## src/rtl/cpu_control_unit_pkg.sv

```systemverilog
// Shared encodings for the 16-bit RISC control unit: instruction classes, branch
// condition codes, FSM states and default ALU pass-through opcodes.
package cpu_control_unit_pkg;

  typedef enum logic [2:0] {
    ClsAlu    = 3'b000,
    ClsLoad   = 3'b001,
    ClsStore  = 3'b010,
    ClsBranch = 3'b011,
    ClsJr     = 3'b100,
    ClsBad5   = 3'b101,
    ClsBad6   = 3'b110,
    ClsHalt   = 3'b111
  } cls_e;

  typedef enum logic [2:0] {
    CcAlways = 3'b000,
    CcZ      = 3'b001,
    CcNz     = 3'b010,
    CcN      = 3'b011,
    CcNn     = 3'b100,
    CcC      = 3'b101,
    CcNc     = 3'b110,
    CcBad    = 3'b111
  } cc_e;

  typedef enum logic [3:0] {
    StRst, StFetch, StDecode, StExecAlu, StMemRd, StMemWr, StBranch, StJr, StHalt
  } state_e;

  localparam logic [3:0] AluPassSDefault = 4'h1;
  localparam logic [3:0] AluPassRDefault = 4'h0;

endpackage

```

## src/rtl/cpu_control_unit_if.sv

```systemverilog
// Control-unit <-> execution-unit/memory signal bundle. The control unit is the
// master; the EU and memory (or a bench) sit on the slave side.
interface cpu_control_unit_if;
  logic [15:0] IR_in;
  logic        N, Z, C;
  logic        mem_ack;
  logic        W_en, S_Sel, Adr_Sel, PC_ld, IR_ld, PC_inc, PC_sel;
  logic [3:0]  ALU_OP;
  logic [2:0]  W_adr, S_adr, R_adr;
  logic        mem_rd, mem_wr;
  logic        halted, illegal, bus_err;

  modport master (
    input  IR_in, N, Z, C, mem_ack,
    output W_en, S_Sel, Adr_Sel, PC_ld, IR_ld, PC_inc, PC_sel, ALU_OP,
           W_adr, S_adr, R_adr, mem_rd, mem_wr, halted, illegal, bus_err
  );

  modport slave (
    output IR_in, N, Z, C, mem_ack,
    input  W_en, S_Sel, Adr_Sel, PC_ld, IR_ld, PC_inc, PC_sel, ALU_OP,
           W_adr, S_adr, R_adr, mem_rd, mem_wr, halted, illegal, bus_err
  );
endinterface

```

## src/rtl/cpu_branch_cond.sv

```systemverilog
// Branch condition evaluation on latched ALU flags; cc 111 is reserved and
// reported as bad_cc instead of being taken.
module cpu_branch_cond
  import cpu_control_unit_pkg::*;
(
  input  cc_e  cc,
  input  logic fN,
  input  logic fZ,
  input  logic fC,
  output logic take,
  output logic bad_cc
);

  always_comb begin
    take   = 1'b0;
    bad_cc = 1'b0;
    unique case (cc)
      CcAlways: take = 1'b1;
      CcZ:      take = fZ;
      CcNz:     take = ~fZ;
      CcN:      take = fN;
      CcNn:     take = ~fN;
      CcC:      take = fC;
      CcNc:     take = ~fC;
      CcBad:    bad_cc = 1'b1;
    endcase
  end

endmodule

```

## src/rtl/cpu_control_unit.sv

```systemverilog
// Multi-cycle control FSM for the 16-bit RISC CPU: fetch/decode/execute sequencing,
// memory handshake with wait timeout, branch evaluation and sticky fault flags.
module cpu_control_unit
  import cpu_control_unit_pkg::*;
#(
  parameter logic [3:0]  ALU_PASS_S  = AluPassSDefault,
  parameter logic [3:0]  ALU_PASS_R  = AluPassRDefault,
  parameter int unsigned MEM_TIMEOUT = 16
) (
  input logic          clk,
  input logic          reset,
  cpu_control_unit_if.master bus
);

  // Counter only needs to reach MEM_TIMEOUT-1; the limit cycle itself triggers the halt.
  localparam int unsigned    CntW    = (MEM_TIMEOUT > 1) ? $clog2(MEM_TIMEOUT) : 1;
  localparam logic [CntW-1:0] CntLast = CntW'(MEM_TIMEOUT - 1);

  state_e          state_q, state_d;
  logic [CntW-1:0] cnt_q, cnt_d;
  logic            fn_q, fz_q, fc_q, cap_flags;
  logic            halted_q, illegal_q, bus_err_q;
  logic            set_illegal, set_bus_err;
  logic            req, take, bad_cc;

  cls_e       cls;
  cc_e        cc;
  logic [3:0] op;
  logic [2:0] w, r, s;

  assign cls = cls_e'(bus.IR_in[15:13]);
  assign op  = bus.IR_in[12:9];
  assign w   = bus.IR_in[8:6];
  assign r   = bus.IR_in[5:3];
  assign s   = bus.IR_in[2:0];
  assign cc  = cc_e'(bus.IR_in[10:8]);

  cpu_branch_cond u_branch_cond (
    .cc     (cc),
    .fN     (fn_q),
    .fZ     (fz_q),
    .fC     (fc_q),
    .take   (take),
    .bad_cc (bad_cc)
  );

  assign bus.halted  = halted_q;
  assign bus.illegal = illegal_q;
  assign bus.bus_err = bus_err_q;

  always_comb begin
    state_d     = state_q;
    cnt_d       = '0;
    req         = 1'b0;
    cap_flags   = 1'b0;
    set_illegal = 1'b0;
    set_bus_err = 1'b0;
    bus.W_en    = 1'b0;
    bus.S_Sel   = 1'b0;
    bus.Adr_Sel = 1'b0;
    bus.PC_ld   = 1'b0;
    bus.IR_ld   = 1'b0;
    bus.PC_inc  = 1'b0;
    bus.PC_sel  = 1'b0;
    bus.ALU_OP  = 4'h0;
    bus.W_adr   = 3'd0;
    bus.S_adr   = 3'd0;
    bus.R_adr   = 3'd0;
    bus.mem_rd  = 1'b0;
    bus.mem_wr  = 1'b0;

    case (state_q)
      StRst: state_d = StFetch;
      StFetch: begin
        req        = 1'b1;
        bus.mem_rd = 1'b1;
        if (bus.mem_ack) begin
          bus.IR_ld  = 1'b1;
          bus.PC_inc = 1'b1;
          state_d    = StDecode;
        end
      end
      StDecode: begin
        case (cls)
          ClsAlu:    state_d = StExecAlu;
          ClsLoad:   state_d = StMemRd;
          ClsStore:  state_d = StMemWr;
          ClsBranch: begin
            state_d     = bad_cc ? StHalt : StBranch;
            set_illegal = bad_cc;
          end
          ClsJr:     state_d = StJr;
          ClsHalt:   state_d = StHalt;
          default: begin
            state_d     = StHalt;
            set_illegal = 1'b1;
          end
        endcase
      end
      StExecAlu: begin
        bus.ALU_OP = op;
        bus.W_adr  = w;
        bus.R_adr  = r;
        bus.S_adr  = s;
        bus.W_en   = 1'b1;
        cap_flags  = 1'b1;
        state_d    = StFetch;
      end
      StMemRd: begin
        req         = 1'b1;
        bus.Adr_Sel = 1'b1;
        bus.R_adr   = r;
        bus.mem_rd  = 1'b1;
        bus.S_Sel   = 1'b1;
        bus.ALU_OP  = ALU_PASS_S;
        bus.W_adr   = w;
        bus.W_en    = bus.mem_ack;
        if (bus.mem_ack) state_d = StFetch;
      end
      StMemWr: begin
        req         = 1'b1;
        bus.Adr_Sel = 1'b1;
        bus.R_adr   = r;
        bus.S_adr   = s;
        bus.ALU_OP  = ALU_PASS_S;
        bus.mem_wr  = 1'b1;
        if (bus.mem_ack) state_d = StFetch;
      end
      StBranch: begin
        bus.PC_ld = take;
        state_d   = StFetch;
      end
      StJr: begin
        bus.R_adr  = r;
        bus.ALU_OP = ALU_PASS_R;
        bus.PC_sel = 1'b1;
        bus.PC_ld  = 1'b1;
        state_d    = StFetch;
      end
      StHalt: state_d = StHalt;
      default: state_d = StRst;
    endcase

    // An ack in the limit cycle wins, since only ack-less request cycles count.
    if (req && !bus.mem_ack) begin
      if (MEM_TIMEOUT != 0 && cnt_q == CntLast) begin
        state_d     = StHalt;
        set_bus_err = 1'b1;
      end else begin
        cnt_d = cnt_q + 1'b1;
      end
    end
  end

  always_ff @(posedge clk or negedge reset) begin
    if (!reset) begin
      state_q   <= StRst;
      cnt_q     <= '0;
      fn_q      <= 1'b0;
      fz_q      <= 1'b0;
      fc_q      <= 1'b0;
      halted_q  <= 1'b0;
      illegal_q <= 1'b0;
      bus_err_q <= 1'b0;
    end else begin
      state_q <= state_d;
      cnt_q   <= cnt_d;
      if (cap_flags) begin
        fn_q <= bus.N;
        fz_q <= bus.Z;
        fc_q <= bus.C;
      end
      if (state_d == StHalt) halted_q  <= 1'b1;
      if (set_illegal)       illegal_q <= 1'b1;
      if (set_bus_err)       bus_err_q <= 1'b1;
    end
  end

endmodule

```

## src/flat_wrapper.sv

```systemverilog
// flat-port wrapper written by rule: the top's interface ports become plain ports
module cpu_control_unit_flat import cpu_control_unit_pkg::*;
#(
  parameter logic [3:0]  ALU_PASS_S  = AluPassSDefault,
  parameter logic [3:0]  ALU_PASS_R  = AluPassRDefault,
  parameter int unsigned MEM_TIMEOUT = 16
)
  (clk, reset, bus_IR_in, bus_N, bus_Z, bus_C, bus_mem_ack, bus_W_en, bus_S_Sel, bus_Adr_Sel, bus_PC_ld, bus_IR_ld, bus_PC_inc, bus_PC_sel, bus_ALU_OP, bus_W_adr, bus_S_adr, bus_R_adr, bus_mem_rd, bus_mem_wr, bus_halted, bus_illegal, bus_bus_err);
  cpu_control_unit_if bus_i ();
  input logic clk;
  input logic reset;
  input wire logic [$bits(bus_i.IR_in)-1:0] bus_IR_in;
  input wire logic [$bits(bus_i.N)-1:0] bus_N;
  input wire logic [$bits(bus_i.Z)-1:0] bus_Z;
  input wire logic [$bits(bus_i.C)-1:0] bus_C;
  input wire logic [$bits(bus_i.mem_ack)-1:0] bus_mem_ack;
  output wire logic [$bits(bus_i.W_en)-1:0] bus_W_en;
  output wire logic [$bits(bus_i.S_Sel)-1:0] bus_S_Sel;
  output wire logic [$bits(bus_i.Adr_Sel)-1:0] bus_Adr_Sel;
  output wire logic [$bits(bus_i.PC_ld)-1:0] bus_PC_ld;
  output wire logic [$bits(bus_i.IR_ld)-1:0] bus_IR_ld;
  output wire logic [$bits(bus_i.PC_inc)-1:0] bus_PC_inc;
  output wire logic [$bits(bus_i.PC_sel)-1:0] bus_PC_sel;
  output wire logic [$bits(bus_i.ALU_OP)-1:0] bus_ALU_OP;
  output wire logic [$bits(bus_i.W_adr)-1:0] bus_W_adr;
  output wire logic [$bits(bus_i.S_adr)-1:0] bus_S_adr;
  output wire logic [$bits(bus_i.R_adr)-1:0] bus_R_adr;
  output wire logic [$bits(bus_i.mem_rd)-1:0] bus_mem_rd;
  output wire logic [$bits(bus_i.mem_wr)-1:0] bus_mem_wr;
  output wire logic [$bits(bus_i.halted)-1:0] bus_halted;
  output wire logic [$bits(bus_i.illegal)-1:0] bus_illegal;
  output wire logic [$bits(bus_i.bus_err)-1:0] bus_bus_err;
  assign bus_i.IR_in = bus_IR_in;
  assign bus_i.N = bus_N;
  assign bus_i.Z = bus_Z;
  assign bus_i.C = bus_C;
  assign bus_i.mem_ack = bus_mem_ack;
  assign bus_W_en = bus_i.W_en;
  assign bus_S_Sel = bus_i.S_Sel;
  assign bus_Adr_Sel = bus_i.Adr_Sel;
  assign bus_PC_ld = bus_i.PC_ld;
  assign bus_IR_ld = bus_i.IR_ld;
  assign bus_PC_inc = bus_i.PC_inc;
  assign bus_PC_sel = bus_i.PC_sel;
  assign bus_ALU_OP = bus_i.ALU_OP;
  assign bus_W_adr = bus_i.W_adr;
  assign bus_S_adr = bus_i.S_adr;
  assign bus_R_adr = bus_i.R_adr;
  assign bus_mem_rd = bus_i.mem_rd;
  assign bus_mem_wr = bus_i.mem_wr;
  assign bus_halted = bus_i.halted;
  assign bus_illegal = bus_i.illegal;
  assign bus_bus_err = bus_i.bus_err;
  cpu_control_unit #(.ALU_PASS_S(ALU_PASS_S), .ALU_PASS_R(ALU_PASS_R), .MEM_TIMEOUT(MEM_TIMEOUT)) u_core (.clk(clk), .reset(reset), .bus(bus_i));
endmodule
```

## config.mk

```make
export PLATFORM = sky130hd
export DESIGN_NAME = cpu_control_unit_flat
export DESIGN_NICKNAME = d
export VERILOG_FILES = /design/src/rtl/cpu_control_unit_pkg.sv /design/src/rtl/cpu_control_unit_if.sv /design/src/rtl/cpu_branch_cond.sv /design/src/rtl/cpu_control_unit.sv /design/src/flat_wrapper.sv
export SDC_FILE = /design/constraint.sdc
export NUM_CORES = 1
export LEC_CHECK = 0
export CAP_MARGIN = 5
export CORE_UTILIZATION = 37
export CTS_CLUSTER_SIZE = 10
export DETAILED_ROUTE_END_ITERATION = 7
export PLACE_DENSITY = 0.76
export SETUP_SLACK_MARGIN = 0.15
export SYNTH_ARGS = -nofsm -noshare
export SYNTH_HDL_FRONTEND = slang
export SYNTH_HIERARCHICAL = 1
export SYNTH_SLANG_ARGS = --single-unit
```

## constraint.sdc

```tcl
create_clock -name clk -period 1.34 [get_ports clk]
set_input_delay 0.134 -clock clk [delete_from_list [all_inputs] [get_ports clk]]
set_output_delay 0.134 -clock clk [all_outputs]
set_load 0.01 [all_outputs]
```

==> flow_summary.toml <==
[layout]
final_cells = 229
drive_above_1_share = 0.538
nNetsFinal = 223
antenna_cells = 0
fillCellCount = 154
layout_commonest_cell = "buf_4"
layout_common_cells = "buf_4 (24), buf_6 (21), clkdlybuf4s50_1 (19), buf_2 (17), dfrtp_1 (14)"
syn2layout_area_growth_pct = 101

[synth]
synth_edf_count = 0
syn_area_per_cell_um2 = 9.15
yosysWarningCount = 6
synthFlopType = "dfrtp_1"
syn-num-nets = 134
synthArstFlopShare = 1.00
ys_ff_latch = 14
ys_seq_area_frac = 0.345
synthCells = 111
ys_types = 45
netlist_area_um2 = 1020

[setup_path]
crit_path_top_delay_cell = "dfrtp_1"
critPathLaunch = "u_core/state_q[2]"
cp-endpoint = "bus_W_en"
r2r_slack_ns = -0.45
start_kind = "register"
critPathBufInv = 4
path_depth = 7
path_max_fanout = 3
r2r_cells = 6
cp-end-kind = "primary output"
critPathKind = "register to primary output"
cpMostUsedCell = "buf_6"
r2r-start = "u_core/state_q[1]"
arrival_ns = 1.77
worstPathRequired_ns = 1.21
regToRegEndpoint = "u_core/cnt_q[3]"
critical_path.top_delay_family = "buffers and inverters"
critPathMaxStageDelay_ns = 0.42
path_cells = "buf_12 -> nand3b_1 -> a21oi_4 -> buf_6 -> buf_6 -> o21a_1 -> buf_2"

[die]
die_w_um = 54.4
core_area_um2 = 2540
dieArea_um2 = 2960
initial_core_util = 0.399
io_pins = 47
row_count = 18
die_h_um = 54.4

[clock_network]
clockBufferDepth = 2
cts_tree = "yes"
cts-root-buf = "clkbuf_4"
cts_buffers = 3
cts.sinks = 14
clk_pin_slew_ns = 0.09
clk_latency_ns = 0.28
h-tree-depth = 1

[global_route]
grt_usage = 0.228
grt_pass1_wl_um = 4750
grt_max_degree = 15
grt_pass1_vias = 1088
antenna_found_initial = 0
overflow = 0

[sta]
rsz0062_at_grt = "yes"
setup_viol_count_final = 35
achievable-frequency_ghz = 0.526
hold_violations = 0
slew_violations = 0
maxSlewHeadroom = 0.819
setup_slack_ns = -0.562
finalCritPeriodShare = 1.42
finalSetupTns_ns = -12.32
finalCriticalPeriod_ns = 1.90
fin_skew_ns = 0.0118
tightest_slew_ns = 0.270

[detailed_routing]
vias_per_cell = 5.43
wire_per_inst_um = 16.8
route.detailed.drc = 0
dr.pass1.iters = 4
final_antenna_net_count = 0
drtIter0Drc = 21
drt-total-wl_um = 3840
vias = 1243

[pwr]
peakVddDrop_uv = 1290
p_leak_nw = 0.939
switching_share = 0.381
p_clk_frac = 0.082
p_per_area_nw_per_um2 = 1830
power.switching_mw = 1.42
p_seq_frac = 0.174
p_int_mw = 2.31
p_total_mw = 3.73
power_frac_comb = 0.744

[status]
status = "finished with violations"
violations = "setup timing"

[place]
routabilityCongestion = 0.727
dp.cells = 204
dp_slack_ns = -0.685
io_buffers = 46
dp_hpwl_um = 2070

[run]
max_cap_viol_count = 0

[worst_hold_path]
hp-class = "input port to asynchronous set/reset pin"
[metal layers]
layer / vias up / GRT usage / wire length [µm]
met4: 0 / 0.111 / 119
met1: 592 / 0.233 / 1410
li1: 580 / - / -
met3: 14 / 0.0306 / 269
met5: - / 0 / 0
met2: 57 / 0.445 / 2050
[registers in the layout, indices dropped and copies added, names as in the netlist]
register,flops
u_core/fc_q,1
u_core/fn_q,1
u_core/bus.halted,1
u_core/state_q,4
u_core/fz_q,1
u_core/bus.illegal,1
u_core/bus.bus_err,1
u_core/cnt_q,4
[how the worst min path moves through the flow]
stage / start / to / slack [ns]
floorplan: reset / u_core/bus.bus_err / -0.16
global placement: reset / u_core/bus.halted / 0.45
global route: reset / u_core/state_q[2] / 0.18
finish: reset / u_core/bus.halted / 0.15
detailed placement: u_core/bus.bus_err / u_core/bus.bus_err / 0.46
CTS: reset / u_core/bus.halted / 0.16
[synthesized netlist by cell type (all sizes together) (2+ instances only)]
master  instances  area [µm²]
dfrtp          14         350
and2           13        81.3
nor2            8        30.0
nand3b          6        45.0
a21oi           4        20.0
inv             4        15.0
nor3            4        25.0
nor3b           4        30.0
a21o            3        22.5
and3b           3        27.5
buf             3        23.8
clkbuf          3        11.3
mux2            3        33.8
nand2b          3        18.8
xnor2           3        26.3
nand2           2        7.51
nand3           2        10.0
nor4            2        12.5
nor4b           2        17.5
o211ai          2        15.0
o21ai           2        10.0
o21bai          2        15.0
or3             2        17.5
or3b            2        17.5
[power groups by stage]
stage	combinational, mW	clock [mW]	sequential [mW]
floorplan	0.939	0	0.653
global placement	1.76	0	0.628
detailed placement	1.79	0	0.640
CTS	2.28	0.308	0.635
global route	2.93	0.340	0.660
finish	2.78	0.304	0.649
[cells by family (layout without fill, tap and decap cells)]
kind of cell,after synthesis,count (layout),synth area share
and+or+nand+nor,57,57,0.367
AOI/OAI and AO/OA,22,22,0.159
DFF,14,14,0.345
buffers and inverters,10,98,0.0493
xor gates and xnor gates,4,4,0.0345
muxes,3,3,0.0332
adders and majority gates,1,1,0.0123
[through the flow]
step / utilization / cell area (µm²) / hold WS, ns
6_report: 0.801 / 2040 / 0.153
5_1_grt: 0.801 / 2040 / 0.184
4_1_cts: 0.737 / 1880 / 0.157
3_5_place_dp: 0.661 / 1680 / 0.463
3_3_place_gp: 0.661 / 1680 / 0.452
2_1_floorplan: - / 1050 / -0.162
[timing repair]
action / CTS / global route
setup buffers: 14 / 7
hold buffers: 0 / 0
pin swaps: 19 / 11
endpoints found under the setup margin: 39 / 36
gates resized for setup: 128 / 22
[area by class of cell]
class,count,area (µm²),share of cell area
Multi-Input combinational cell,87,790,0.387
Sequential cell,14,350,0.172
Timing Repair Buffer,90,811,0.398
Clock buffer,4,36.3,0.0178
Tap cell,30,37.5,0.0184
Inverter,4,15.0,0.00736
Power figures use the tool's default switching activity.
